--- src/rtl/pipeline_hazard_ctrl.sv ---
// pipeline_hazard_ctrl: stage enable/flush sequencing for load-use, branch, mult/div and memory-wait hazards
module pipeline_hazard_ctrl #(
  parameter int MD_LATENCY = 32,
  parameter int CNT_W = 16,
  parameter int REG_W = 5
) (
  input  logic             CLK,
  input  logic             RSTn,
  input  logic [REG_W-1:0] id_rs,
  input  logic [REG_W-1:0] id_rt,
  input  logic             id_uses_rt,
  input  logic [REG_W-1:0] ex_rt,
  input  logic             ex_mem_read,
  input  logic             ex_branch_taken,
  input  logic             md_start,
  input  logic             mem_access,
  input  logic             mem_ready,
  output logic             pc_en,
  output logic             ifid_en,
  output logic             idex_en,
  output logic             exmem_en,
  output logic             memwb_en,
  output logic             ifid_flush,
  output logic             idex_flush,
  output logic             exmem_flush,
  output logic [CNT_W-1:0] stall_cnt,
  output logic [1:0]       state
);
  localparam int MDW = $clog2(MD_LATENCY);
  localparam logic [MDW-1:0] MD_INIT = MDW'(MD_LATENCY - 1);
  localparam logic [1:0] RUN = 2'd0, MD_WAIT = 2'd1, MEM_WAIT = 2'd2;
  // {pc, ifid, idex, exmem, memwb enables, ifid, idex, exmem flushes}
  localparam logic [7:0] C_DEF = 8'b11111_000;
  localparam logic [7:0] C_FRZ = 8'b00000_000;
  localparam logic [7:0] C_MD  = 8'b00011_001;
  localparam logic [7:0] C_BR  = 8'b11111_110;
  localparam logic [7:0] C_LU  = 8'b00111_010;
  localparam logic [7:0] C_RST = 8'b00000_111;
  logic [MDW-1:0] md_cnt, md_nxt;
  logic [1:0] nxt;
  logic [7:0] ctl, run_ctl;
  logic load_use, frz;
  always_comb begin
    load_use = ex_mem_read && ex_rt != '0 && (ex_rt == id_rs || (id_uses_rt && ex_rt == id_rt));
    run_ctl = md_start ? C_MD : ex_branch_taken ? C_BR : load_use ? C_LU : C_DEF;
    frz = state == MEM_WAIT ? !mem_ready : mem_access && !mem_ready;
    if (state == MD_WAIT) begin
      ctl = md_cnt != '0 ? C_MD : C_DEF;
      nxt = md_cnt != '0 ? MD_WAIT : RUN;
      md_nxt = md_cnt != '0 ? md_cnt - 1'b1 : '0;
    end else begin
      ctl = frz ? C_FRZ : run_ctl;
      nxt = frz ? MEM_WAIT : md_start ? MD_WAIT : RUN;
      md_nxt = !frz && md_start ? MD_INIT : md_cnt;
    end
  end
  assign {pc_en, ifid_en, idex_en, exmem_en, memwb_en, ifid_flush, idex_flush, exmem_flush} = RSTn ? ctl : C_RST;
  always_ff @(posedge CLK or negedge RSTn) begin
    if (!RSTn) begin
      state <= RUN;
      md_cnt <= '0;
      stall_cnt <= '0;
    end else begin
      state <= nxt;
      md_cnt <= md_nxt;
      if (!ctl[7] && stall_cnt != '1) stall_cnt <= stall_cnt + 1'b1;
    end
  end
endmodule

--- config.mk ---
export PLATFORM = sky130hd
export DESIGN_NAME = pipeline_hazard_ctrl
export DESIGN_NICKNAME = d
export VERILOG_FILES = /design/src/rtl/pipeline_hazard_ctrl.sv
export SDC_FILE = /design/constraint.sdc
export NUM_CORES = 1
export LEC_CHECK = 0
export BUFFER_PORTS_ARGS = -buffer_cell sky130_fd_sc_hd__buf_2
export CAP_MARGIN = 20
export CORE_MARGIN = 5
export CORE_UTILIZATION = 35
export CTS_BUF_LIST = sky130_fd_sc_hd__clkbuf_16
export DETAILED_ROUTE_END_ITERATION = 12
export PLACE_DENSITY = 0.64
export SYNTH_ARGS = -nofsm -noshare
export SYNTH_HDL_FRONTEND = slang
export SYNTH_SLANG_ARGS = --single-unit
--- constraint.sdc ---
create_clock -name CLK -period 2.3 [get_ports CLK]
set_input_delay 0.345 -clock CLK [delete_from_list [all_inputs] [get_ports CLK]]
set_output_delay 0.345 -clock CLK [all_outputs]
set_load 0.005 [all_outputs]
==> results.cfg <==
[min_path]
hold_end = md_cnt[1]$_DFFE_PN0P_
holdCritStartpoint = md_start
hp-class = in -> reg
hold_path_depth = 3

[placed_design]
pre_cts_slack_ns = 0.1149
placed_cells = 234
io_buffers = 48
placed_area_sq_um = 1657
place_congestion = 0.7987
dp_hpwl_um = 2357

[sta]
setup_slack_ns = 0.1565
rsz0062_at_grt = no
fmax_ghz = 0.4665
worstMarginPinSlew_ns = 0.3788
fin_crit_sh_pct = 93.20
slew_headroom_pct = 74.39
setup_viol = 0
tns_ns = 0
skew_ns = 0.002132
final_hold_viol_count = 0
layout_min_cycle_time_ns = 2.144
slew_viol_final = 0

[cts]
htreeDepth = 1
cts_tree = done
insertion_delay_ns = 0.25
cts.sinks = 23
cts_made_buffers = 3
path_clk_slew_ns = 0.06
cts-root-buf = clkbuf_16
cts_buffer_depth = 2

[logic_synthesis]
yosys-top-cells-area = dfrtp_1 (43%), xor2_1 (7.8%), xnor2_1 (7.2%)
async_reset_ff_share_pct = 100.0
synthCells = 136
netlist_area_sq_um = 1343
yosysTopAreaCellShare_pct = 42.87
syn_nets = 161
yosys_warnings = 0
synth_cell_types = 36
yosysSeqAreaShare_pct = 42.87
avgSynthCellArea_sq_um = 9.872
synth_seq_cells = 23
synth_top_cell_by_area = dfrtp_1
synth_edf_count = 0
synth_flop_cell = dfrtp_1

[worst_setup_path]
path_max_fanout = 4
cp.arrival_ns = 1.80
critPathRequiredTime_ns = 1.96
critPathLaunchType = flip-flop
slowest_stage = dfrtp_1
critPathKind = reg -> out
cpPeakStageDelay_ns = 0.41
cpLargestDelayFamily = simple AND/OR/NAND/NOR gates
crit_buf_inv = 2
worstPathCellList = inv_1 > ha_1 > nor4b_4 > nand2_1 > a22oi_4 > and2_1 > buf_2
worst_setup_path_end_kind = primary output
reg2reg_slack_ns = 0.22
r2r_end = stall_cnt[14]$_DFFE_PN0P_
reg2regPathDepth = 6
worst_r2r_startpoint = state[0]$_DFF_PN0_

[outcome]
outcome = completed

[finish]
layout.cells.non_filler = 241
num-nets-final = 219
fin_area_sq_um = 1770
synthToLayoutAreaGrowth_pct = 31.87
antenna_cells = 0
drive_gt1_share_pct = 33.68
finish.utilization_pct = 48.00
layout_common_cells = buf_2 (48), dfrtp_1 (23), nand2_1 (17), nand3_1 (12), xor2_1 (12)
final_common_cell = buf_2

[global_route]
grt_start_max_net_pins = 17
antenna_found_initial = 0
grt_pass1_wl_um = 5161
grt.overflow.total = 0
grtUsageTotal_pct = 12.19
grt_pass1_vias = 1177

[routing]
routedWlPerCell_um = 12.25
ant_nets = 0
drt_iter0_drc = 47
totalWireLength_um = 2952
viasPerCell = 4.813
drtPass1Iterations = 4
drc = 0
vias = 1160

[floorplan]
dieArea_sq_um = 5175
core_sq_um = 3689
start_util_pct = 36.40
fp-row-count = 22
die_y_um = 71.94
fp.dieW_um = 71.94
ioPinCount = 49

[power]
p_per_area_nw_per_um2 = 902.0
ir_drop_mv = 0.6400
leakage_nw = 0.9289

[job]
max-cap-violations = 0
==> worst register-to-register path, stage by stage, from the launching register on <==
cell and delay (ns):
dfrtp_1 0.40, and2b_1 0.25, nor3_1 0.33, a22oi_4 0.11, buf_4 0.16, nor4b_1 0.37, mux2_1 0.35
==> where the power goes <==
group	internal (W)	leakage [nW]	switching, W	total, W
Combinational	0.000280	0.601	0.000274	0.000554
Sequential	0.000527	0.287	0.000144	0.000670
Clock	0.000234	0.0409	0.000139	0.000373
==> per-layer routing <==
layer  wire length [um]  GRT usage (%)  vias up
li1                   -              -      601
met1               1371          15.61      536
met2               1437          20.51       21
met3                108          2.078        2
met4                 34          4.593        0
met5                  0              0        -
==> cell type report <==
class | count | area [sq um]
clock buffer | 3 | 75.07
clock inverter | 1 | 5.005
fill | 374 | 1918
inverter | 2 | 7.507
multi-input combinational | 107 | 737.0
sequential | 23 | 575.6
tap | 48 | 60.06
timing repair buffer | 57 | 310.3
==> cells by family after synthesis <==
logic type / after synthesis / synth area share [%]
simple gates: 67 / 27.87
xor+xnor: 23 / 15.00
flops: 23 / 42.87
compound gates: 12 / 6.990
buf+inv: 6 / 2.889
mux: 3 / 2.516
fa+ha+maj: 2 / 1.864
==> synthesized netlist by cell type (3+ instances only) <==
cell type	instances
xor2_1	12
nor4b_1	3
nor2_1	4
nor4_1	4
a21oi_1	3
mux2_1	3
dfrtp_1	23
nor2b_1	3
nand2_1	17
nor3_1	8
nand2b_1	3
xnor2_1	11
nand3_1	12
==> registers in the layout (all words and copies together), names as in the netlist <==
signal	flops
stall_cnt	16
state	2
md_cnt	5
==> what timing repair did <==
action,in CTS,in global routing
endpoints found under the setup margin,0,2
setup buffers,0,2
resized for setup,0,1
hold buffers,1,0
hold endpoints to repair,10,0
==> worst max-delay path by stage <==
stage | start | end | slack, ns | cells past startpoint
after floorplan | ex_rt[1] | pc_en | 0.24 | 7
after global placement | ex_rt[1] | stall_cnt[12]$_DFFE_PN0P_ | 0.17 | 8
after detailed placement | ex_rt[1] | stall_cnt[12]$_DFFE_PN0P_ | 0.11 | 8
after CTS | md_cnt[0]$_DFFE_PN0P_ | ifid_en | 0.07 | 7
after global routing | md_cnt[0]$_DFFE_PN0P_ | pc_en | 0.02 | 7
final | md_cnt[0]$_DFFE_PN0P_ | ifid_en | 0.16 | 7
==> through the flow <==
| stage | power [W] | hold slack [ns] |
|---|---|---|
| final | 0.001597 | 0.4228 |
| after global routing | 0.001731 | 0.4418 |
| after CTS | 0.001592 | 0.4234 |
| after detailed placement | 0.001208 | 0.2608 |
| after global placement | 0.001208 | 0.2627 |
| after floorplan | 0.0009921 | 0.04941 |
(Power assumes the default switching activity.)
